## config.mk

```make
export PLATFORM = sky130hd
export DESIGN_NAME = dmem_responder
export DESIGN_NICKNAME = d
export VERILOG_FILES = /design/src/rtl/dmem_responder.sv
export SDC_FILE = /design/constraint.sdc
export NUM_CORES = 1
export LEC_CHECK = 0
export ABC_AREA = 0
export ABC_CLOCK_PERIOD_IN_PS = 6800
export BUFFER_PORTS_ARGS = -buffer_cell sky130_fd_sc_hd__buf_2
export CAP_MARGIN = 20
export CORE_ASPECT_RATIO = 0.9
export CORE_MARGIN = 2
export CORE_UTILIZATION = 35
export DETAILED_ROUTE_END_ITERATION = 16
export PLACE_DENSITY_LB_ADDON = 0.25
export SYNTH_ARGS = -nofsm -noshare
export SYNTH_HDL_FRONTEND = slang
export SYNTH_SLANG_ARGS = --single-unit
```

## constraint.sdc

```tcl
create_clock -name clk -period 6.8 [get_ports clk]
set_clock_uncertainty 0.2 [all_clocks]
set_input_delay 0.34 -clock clk [delete_from_list [all_inputs] [get_ports clk]]
set_output_delay 0.34 -clock clk [all_outputs]
set_load 0.02 [all_outputs]
```

## src/rtl/dmem_responder.sv

```systemverilog
// Data-memory responder: one outstanding load/store, LATENCY wait states before the response.
// Define MISALIGN_TRAP_EN to flag misaligned/illegal requests via rsp_err instead of aligning.
module dmem_responder #(
  parameter int unsigned DEPTH   = 32,
  parameter int unsigned LATENCY = 1
) (
  input  logic        clk,
  input  logic        reset,
  input  logic        req_valid,
  output logic        req_ready,
  input  logic        req_we,
  input  logic [1:0]  req_size,
  input  logic [31:0] req_addr,
  input  logic [31:0] req_wdata,
  output logic        rsp_valid,
  input  logic        rsp_ready,
  output logic [31:0] rsp_rdata,
  output logic        rsp_err
);

  localparam int unsigned AW = $clog2(DEPTH);
  localparam logic [2:0] CntInit = 3'((LATENCY == 0) ? 0 : LATENCY - 1);

  typedef enum logic [1:0] {StIdle, StWait, StResp} state_e;

  state_e        state_q, state_d;
  logic [2:0]    cnt_q, cnt_d;
  logic          ready_q;
  logic          we_q;
  logic [1:0]    size_q;
  logic [AW+1:0] addr_q;
  logic [31:0]   wdata_q;
  logic [31:0]   rdata_q;
  logic          err_q;

  logic          accept, commit;
  logic          c_we;
  logic [1:0]    c_size, eff_size, off;
  logic [AW+1:0] c_addr;
  logic [31:0]   c_wdata, wdata_sh, rd_shift, rd_mask;
  logic [AW-1:0] idx;
  logic [3:0]    be;
  logic          mis;
  logic          unused_addr;

  assign unused_addr = ^req_addr[31:AW+2];
  assign accept      = req_valid & ready_q;

  assign req_ready = ready_q;
  assign rsp_valid = (state_q == StResp);
  assign rsp_rdata = rdata_q;
  assign rsp_err   = err_q;

  // With LATENCY=0 the commit happens on the accept edge, so use live inputs in IDLE.
  always_comb begin
    if (state_q == StIdle) begin
      c_we    = req_we;
      c_size  = req_size;
      c_addr  = req_addr[AW+1:0];
      c_wdata = req_wdata;
    end else begin
      c_we    = we_q;
      c_size  = size_q;
      c_addr  = addr_q;
      c_wdata = wdata_q;
    end
  end

  always_comb begin
    state_d = state_q;
    cnt_d   = cnt_q;
    commit  = 1'b0;
    unique case (state_q)
      StIdle: begin
        if (accept) begin
          if (LATENCY == 0) begin
            state_d = StResp;
            commit  = 1'b1;
          end else begin
            state_d = StWait;
            cnt_d   = CntInit;
          end
        end
      end
      StWait: begin
        if (cnt_q == 3'd0) begin
          state_d = StResp;
          commit  = 1'b1;
        end else begin
          cnt_d = cnt_q - 3'd1;
        end
      end
      StResp: begin
        if (rsp_ready) state_d = StIdle;
      end
      default: state_d = StIdle;
    endcase
  end

`ifdef MISALIGN_TRAP_EN
  always_comb begin
    mis      = (c_size == 2'b11) || ((c_size == 2'b01) && c_addr[0]) ||
               ((c_size == 2'b10) && (c_addr[1:0] != 2'b00));
    eff_size = c_size;
    off      = c_addr[1:0];
  end
`else
  always_comb begin
    mis      = 1'b0;
    eff_size = (c_size == 2'b11) ? 2'b10 : c_size;
    case (eff_size)
      2'b00:   off = c_addr[1:0];
      2'b01:   off = {c_addr[1], 1'b0};
      default: off = 2'b00;
    endcase
  end
`endif

  always_comb begin
    idx = c_addr[AW+1:2];
    case (eff_size)
      2'b00: begin
        be      = 4'b0001 << off;
        rd_mask = 32'h0000_00ff;
      end
      2'b01: begin
        be      = 4'b0011 << off;
        rd_mask = 32'h0000_ffff;
      end
      default: begin
        be      = 4'b1111;
        rd_mask = 32'hffff_ffff;
      end
    endcase
    wdata_sh = c_wdata << {off, 3'b000};
    rd_shift = data_memory.mem[idx] >> {off, 3'b000};
  end

  if (1) begin : data_memory
    logic [31:0] mem [DEPTH];

    // Not reset, so preloads made while reset is held survive.
    always_ff @(posedge clk) begin
      if (!reset && commit && c_we && !mis) begin
        for (int b = 0; b < 4; b++) begin
          if (be[b]) mem[idx][8*b +: 8] <= wdata_sh[8*b +: 8];
        end
      end
    end
  end

  always_ff @(posedge clk) begin
    if (reset) begin
      state_q <= StIdle;
      cnt_q   <= 3'd0;
      ready_q <= 1'b0;
      rdata_q <= 32'h0;
      err_q   <= 1'b0;
    end else begin
      state_q <= state_d;
      cnt_q   <= cnt_d;
      ready_q <= (state_d == StIdle);
      if (commit) begin
        err_q   <= mis;
        rdata_q <= (c_we || mis) ? 32'h0 : (rd_shift & rd_mask);
      end
    end
  end

  always_ff @(posedge clk) begin
    if (accept) begin
      we_q    <= req_we;
      size_q  <= req_size;
      addr_q  <= req_addr[AW+1:0];
      wdata_q <= req_wdata;
    end
  end

endmodule

```

==> impl_results.md, run 1 <==
- Result of the run: complete, no violations
- Total Negative Setup Slacks: 0 ns
- CP Data Required Time: slightly above 7 ns
- Antenna cells: 0
- Starting density of the core: ~35%
- Grt met2 use: between 20% and 30%
- Seq/Total Area, Yosys: 78.95%
- Utilization of the core after routing: approximately two fifths
- Worst Hold Slack: 0.1655 ns
- Relative area change from synthesis to final layout: 16.82%
- Maximum cell stage delay along the critical path: around 0.99 ns
- Number of antenna violations at the first check in global routing: 6
- Largest net degree at the start of global routing: 96
- End point of the critical path: rsp_rdata[0]
- Detail Route Antenna Nets: 0
- Root Driver: clkbuf_16
- Length in cells of the worst reg-to-reg path: 9
- Via count normalized by instance count: 5.668
- Synthesis-stage register bit count: ~1.1k
- GP Congestion: 0.8479
- Most Crowded Layer GR: met2
- Number of flops mapped to enable cells by yosys: 1,066
- Mean routed wirelength per cell: 25.99 um
- Post-route DRC: 0
- Routed WL: 116,800 um
- Hold WC Path Type: input pin to register
- Post-Syn Instances: 2,625
- Chip width: 367 um
- Crit path max-delay cell type: a31oi_4
- DR vias: roughly 25k
- Total core area: 117,300 sq um
- Area enclosed by the die boundary: 121,400 sq um
- Post-route worst setup slack: 1.783 ns
- Post-placement setup slack: 1.823 ns
- Vias in the first global route: 24.77k
- Leftover overflow at the end of global routing: 0
- # IOs: 106
- Gates resized, CTS repair: 0
- Leading cell types in the layout, fill and taps excluded: edfxtp_1, o22ai_1, o21ai_0, clkbuf_16, buf_4
- Number of optimization iterations in the first detailed-route pass: 5
- Share of layout cells above drive strength 1: 15.78%
- Count of max-cap constraint violations: 0
- Number of placement rows: 119
- CP startpoint kind: register
- Netlist Area Pre-Place: 41,510 sq um
- Peak ir drop on the vdd network: 0.1964 mV
- Count of cell types in the netlist: between 50 and 60
- Number of warnings issued by yosys: 0
- Slew at the pin with the worst max-slew slack: 1.271 ns
- Clock tree from TritonCTS: done
- Portion of synthesized cell area occupied by the leading cell type: 77.12%
- Post-DP HPWL: 72,550 um
- Syn Area/Cell: about 16 sq um
- Global-route total usage across every layer: between 10% and 20%
- Clock tree sinks: between 1k and 1.5k
- Highest fanout seen on the critical path: 29
- Library cell occupying the most area in the post-synthesis netlist: edfxtp_1
- Commonest non-fill, non-tap cell in the layout: edfxtp_1
- Grt met1 use: 27.48%
- Number of clock buffers inserted by TritonCTS: 112
- Number of port buffers: 79
- Endpoint of the lowest-slack register-to-register path: rsp_rdata[0]
- Die height: 330.7 um
- Worst max-slew margin expressed relative to the limit: between 10% and 20%
- Final Critical Period: 5.017 ns
- Origin of the critical flop-to-flop path: state_q[1]
- Post-Synthesis Net Count: 2,698
- Largest delay share family, worst path: simple AND/OR/NAND/NOR gates
- Number of buffers inserted to repair setup after CTS: 0
- Buffers from clock root to sink, at most: 3
- Worst skew pair latency: 0.70 ns
- Placed cell area: 44,090 sq um
- Final setup fails: 0
- Crit path buffers/inverters: 1
- Series of cell instances along the critical path: or2_2, a31oi_4, buf_4, o22ai_1, o21ai_0, nand4_1, nor4_1, a21oi_1, o21ai_1
- Worst EP arrival: between 5 and 6 ns
- CTS HTree Levels: 3
- Final hold vios: 0
- Setup slack of the most critical reg-to-reg path: 1.78 ns
- Reg clk slew, reported paths: 0.07 ns
- Final clock period utilization by the worst path: 73.79%
- Number of nets in the layout: 2,900
- Top flip-flop cell by instance count after synthesis: edfxtp_1
- Setup repair after global routing missed its margin: false
- Worst Setup SP: state_q[1]
- Final-report max-slew violation count: 0
- Detailed Route Iter0 Violations: 3,116
- Biggest area contributors in the synthesized netlist: edfxtp_1, o22ai_1, o21ai_0, dfxtp_1, buf_2
- Global-route track usage on met3: 3.412%
- Leakage power of the design: 15.29 nW
- Pwr/cell area: 310.3 nW/um^2
- Post-synthesis async set-or-reset flop share: 0%
- Post-route design area: between 40,000 and 50,000 sq um
- Classification of the worst setup path: register to register
- First-pass GRT wire length: 169,400 um
- WP depth: 9
- Crit end category: register
- Max Fclk: 199.3 MHz
-- synthesized netlist by cell type (all sizes together) (4+ instances only) --
cell type / instances
a21oi: 37
a221o: 6
a221oi: 4
a22oi: 9
a31oi: 6
and2: 12
buf: 143
clkbuf: 54
dfxtp: 38
edfxtp: 1066
inv: 7
mux2i: 14
mux4: 16
nand2: 97
nand2b: 10
nand3: 9
nand4: 59
nor2: 101
nor3: 93
nor4: 7
nor4b: 4
o21ai: 277
o221ai: 4
o22ai: 512
or2: 4
or3: 7
-- report_power, final --
part	internal [W]	switching [W]	total, W
Sequential	0.00767	0.0000177	0.00768
Clock	0.00352	0.00253	0.00605
Combinational	0.000332	0.000976	0.00131
-- cell families after synthesis --
logic type	synth area share, %
adder cells (fa/ha/maj)	0.06028
AND/OR/NAND/NOR	4.826
multiplexers	1.287
other	0.009035
buffers and inverters	2.336
AO/OA/AOI/OAI	12.53
flip-flops	78.95
-- timing repair --
item,CTS,global route
hold endpoints to repair,53,0
setup endpoints to repair,0,0
hold buffers,45,0
-- metal layers --
layer | up-vias | wire [um] | share of wire (%)
met3 | 143 | 9331 | 8.0
met4 | 2 | 2244 | 1.9
met1 | 13130 | 52610 | 45
li1 | 11150 | - | -
met2 | 1049 | 52610 | 45
met5 | - | 12 | 0.010
-- worst reg2reg max path: stages, from the launching register on --
cell and delay, ns:
dfxtp_1 0.49, or2_2 0.68, a31oi_4 1.01, buf_4 0.42, o22ai_1 0.12, o21ai_0 0.38, nand4_1 0.35, nor4_1 0.91
a21oi_1 0.20, o21ai_1 0.18
-- worst min path at each step --
| stage | start | endpoint | slack, ns | depth (start not counted) |
|---|---|---|---|---|
| after floorplan | reset | state_q[0] | 0.22 | 1 |
| after detailed placement | cnt_q[2] | cnt_q[2] | 0.27 | 2 |
| after global placement | cnt_q[2] | cnt_q[2] | 0.26 | 2 |
| after CTS | req_we | we_q | 0.12 | 2 |
| final | req_we | we_q | 0.17 | 2 |
| after global routing | req_we | we_q | 0.14 | 2 |
-- registers in the layout (all words and copies together) (netlist names) --
register and cells:
rsp_rdata 32, addr_q 7, size_q 2, state_q 2
req_ready 1, cnt_q 3, wdata_q 32, data_memory.mem 1024
we_q 1
-- cell type report --
cell class / count / area, sq um
multi-input cells: 1317 / 7863
flip-flops and latches: 1104 / 32770
inverters: 7 / 26.28
clock inverters: 63 / 603.1
fillers: 10540 / 68840
clock buffers: 145 / 3039
repair buffers: 285 / 2217
well taps: 1573 / 1968
-- stage by stage --
step	cells	power, W
5_1_grt	4494	0.01548
6_report	4494	0.01504
2_1_floorplan	2625	0.008498
4_1_cts	4460	0.01513
3_5_place_dp	4207	0.009091
3_3_place_gp	4186	0.009055
(Power assumes the default switching activity.)
==> inputs of run 2 (changes only) <==
Settings changed: ABC_CLOCK_PERIOD_IN_PS 6800 to 5000.
Clock period 6.8 ns to 5 ns, I/O delays scaled along.
==> impl_results.md, run 2 (same netlist as run 1, synthesis figures left out) <==
- Clock tree sinks: 1,104 (unchanged)
- First-pass GRT wire length: 168,300 um (-0.63%)
- Post-route DRC: 0 (unchanged)
- Hold WC Path Type: input pin to register
- Endpoint of the lowest-slack register-to-register path: rsp_rdata[5]
- Proportion of total power due to net switching: 23.54% (+0.12 points)
- Internal power summed over all cells: 0.01559 W (+35%)
- Comb pwr share: 8.8% (about the same)
- Maximum cell stage delay along the critical path: 0.78 ns (-0.21 ns)
- Largest net degree at the start of global routing: 107 (+11%)
- Worst Setup SP: state_q[1]
- Die height: 330.7 um (unchanged)
- Number of optimization iterations in the first detailed-route pass: 7 (+2)
- CTS HTree Levels: 3 (unchanged)
- Highest fanout seen on the critical path: 81 (+180%)
- Post-DP HPWL: 71,940 um (-0.83%)
- Commonest non-fill, non-tap cell in the layout: edfxtp_1
- Number of clock buffers inserted by TritonCTS: 112 (unchanged)
- Global-route track usage on met3: 4.090% (+0.68 points)
- Crit path max-delay cell type: mux2_8
- Number of nets in the layout: 2,944 (+1.5%)
- Total core area: 117,300 sq um (unchanged)
- DR vias: 25.41k (-0.24%)
- Share of total power in the clock network: 39.9% (-0.3 points)
- Number of port buffers: 79 (unchanged)
- Grt met2 use: 28.53% (-0.56 points)
- Seq pwr share: 51.2% (about the same)
- Final Critical Period: 4.600 ns (-0.4174 ns)
- Instance count after placement with tap cells included: 4,262 (+1.3%)
- Buffers from clock root to sink, at most: 3 (unchanged)
- Library cell appearing most often on the critical path: buf_4
- Length in cells of the worst reg-to-reg path: 10 (+1)
- Reg clk slew, reported paths: 0.07 ns (about the same)
- Leading cell types in the layout, fill and taps excluded: edfxtp_1, o22ai_1, o21ai_0, buf_4, clkbuf_16
- Count of max-cap constraint violations: 0 (unchanged)
- Count of filler cells inserted in the layout: 10.62k (+0.76%)
- Area enclosed by the die boundary: 121,400 sq um (unchanged)
- Series of cell instances along the critical path: or2_2, mux2_8, buf_4, o22ai_1, o21ai_0, nand4_1, nor2_1, buf_4, a21oi_1, o221ai_1
- Net Switching: 0.004800 W (+36%)
- Vias in the first global route: 25.06k (+1.2%)
- GP Congestion: 0.8435 (-0.52%)
- Final clock period utilization by the worst path: 92.00% (+18 points)
- Crit end category: register
- Origin of the critical flop-to-flop path: state_q[1]
- Register with the most flip-flops: data_memory.mem
- Mean routed wirelength per cell: 25.63 um (-1.4%)
- Total Negative Setup Slacks: 0 ns (unchanged)
- Setup slack of the most critical reg-to-reg path: 0.40 ns (-1.38 ns)
- Worst skew pair latency: 0.70 ns (about the same)
- Post-route worst setup slack: 0.4000 ns (-1.383 ns)
- Clock tree from TritonCTS: done
- Antenna cells: 0 (unchanged)
- Number of flip-flops in the largest register: 1,024 (unchanged)
- # IOs: 106 (unchanged)
- Worst Hold Slack: 0.06516 ns (-0.1004 ns)
- Worst max-slew margin expressed relative to the limit: 34.63% (+20 points)
- Share of layout cells above drive strength 1: 17.02% (+1.2 points)
- Number of instances on the worst hold path: 2 (unchanged)
- Relative area change from synthesis to final layout: 17.69%
- Max Fclk: 217.4 MHz (+9.1%)
- Number of placement rows: 119 (unchanged)
- Detailed Route Iter0 Violations: 2,958 (-5.1%)
- CP Data Required Time: 5.41 ns (-1.82 ns)
- Startpoint of the tightest hold check path: req_we
- Number of antenna violations at the first check in global routing: 1 (-5)
- Routed WL: 116,200 um (-0.48%)
- Via count normalized by instance count: 5.604 (-1.1%)
- Pwr/cell area: 417.5 nW/um^2 (+35%)
- Non-filler instance count after layout: 4,535 (+0.91%)
- Leakage power of the design: 15.50 nW (+1.3%)
- Chip width: 367 um (unchanged)
- Detail Route Antenna Nets: 0 (unchanged)
- Root Driver: clkbuf_16
- Final-report max-slew violation count: 0 (unchanged)
- Leftover overflow at the end of global routing: 0 (unchanged)
- Final hold vios: 0 (unchanged)
- Number of buffers inserted to repair setup after CTS: 0 (unchanged)
- Post-placement setup slack: 0.5329 ns (-1.290 ns)
- Setup repair after global routing missed its margin: false
- Most Crowded Layer GR: met2
- CP startpoint kind: register
- Grt met1 use: 26.95% (-0.53 points)
- Hold-critical path endpoint: we_q
- Utilization of the core after routing: 41.63% (+0.31 points)
- Result of the run: complete, no violations
- Slew at the pin with the worst max-slew slack: 0.9762 ns (-0.2952 ns)
- Global-route total usage across every layer: 18.67% (-0.14 points)
- Peak ir drop on the vdd network: 0.2864 mV (+46%)
- Worst EP arrival: 5.01 ns (-0.44 ns)
- Starting density of the core: 35.38% (unchanged)
- Final setup fails: 0 (unchanged)
- Classification of the worst setup path: register to register
-- run 2: cell types whose count changed in the layout (fill, tap and decap cells not counted), sizes merged --
cell / before / now
buf: 219 / 273
clkbuf: 166 / 149
clkinvlp: 1 / 6
inv: 11 / 9
bufinv: 10 / 9
clkinv: 48 / 49
dlygate4sd3: 45 / 46
-- run 2: what timing repair did --
action                                 in CTS  in global routing
gates resized for setup                     0                  0
hold buffers                               45                  1
endpoints found under the hold margin      56                  5
-- run 2: worst max-delay path by stage --
stage / endpoint / slack, ns / cells after the start
after floorplan: data_memory.mem[0][17] / 1.27 / 9
after global placement: rsp_rdata[5] / 0.62 / 10
after detailed placement: data_memory.mem[22][14] / 0.53 / 6
final: rsp_rdata[5] / 0.40 / 10
after CTS: rsp_rdata[5] / 0.52 / 10
after global routing: rsp_rdata[5] / 0.24 / 10
-- run 2: routing by layer --
metal	routed length, um	share of wire (%)	up-vias
li1	-	-	11220
met2	51610	44	1131
met5	0	0	-
met1	51080	44	12920
met3	11060	9.5	140
met4	2499	2.1	0
-- run 2: layout make-up --
| class | instances | area, sq um | area share (%) |
|---|---|---|---|
| Sequential cell | 1104 | 32770 | 67.09 |
| Multi-Input combinational cell | 1317 | 7863 | 16.10 |
| Timing Repair Buffer | 329 | 2595 | 5.312 |
| Tap cell | 1573 | 1968 | 4.029 |
| Clock inverter | 66 | 648.1 | 1.327 |
| Inverter | 7 | 26.28 | 0.05379 |
| Clock buffer | 139 | 2977 | 6.094 |
-- run 2: power by group through the flow --
stage	logic [W]	clock network, W	registers [W]
floorplan	0.000906	0	0.0107
global placement	0.00170	0	0.0106
detailed placement	0.00173	0	0.0106
CTS	0.00177	0.00829	0.0104
global route	0.00191	0.00866	0.0104
finish	0.00180	0.00815	0.0104
-- run 2: per-stage QoR --
step	total power (W)	area, sq um
CTS	0.02051	48640
global placement	0.01234	44450
floorplan	0.01156	41510
global route	0.02102	48850
detailed placement	0.01238	44560
finish	0.02039	48850
-- run 2: worst max-delay path: cells and delay by family (launching register included) --
| kind | cells | cell delay (ns) |
|---|---|---|
| AOI/OAI and AO/OA | 4 | 0.80 |
| buffers and inverters | 2 | 0.62 |
| DFF | 1 | 0.71 |
| muxes | 1 | 0.78 |
| and+or+nand+nor | 3 | 1.30 |
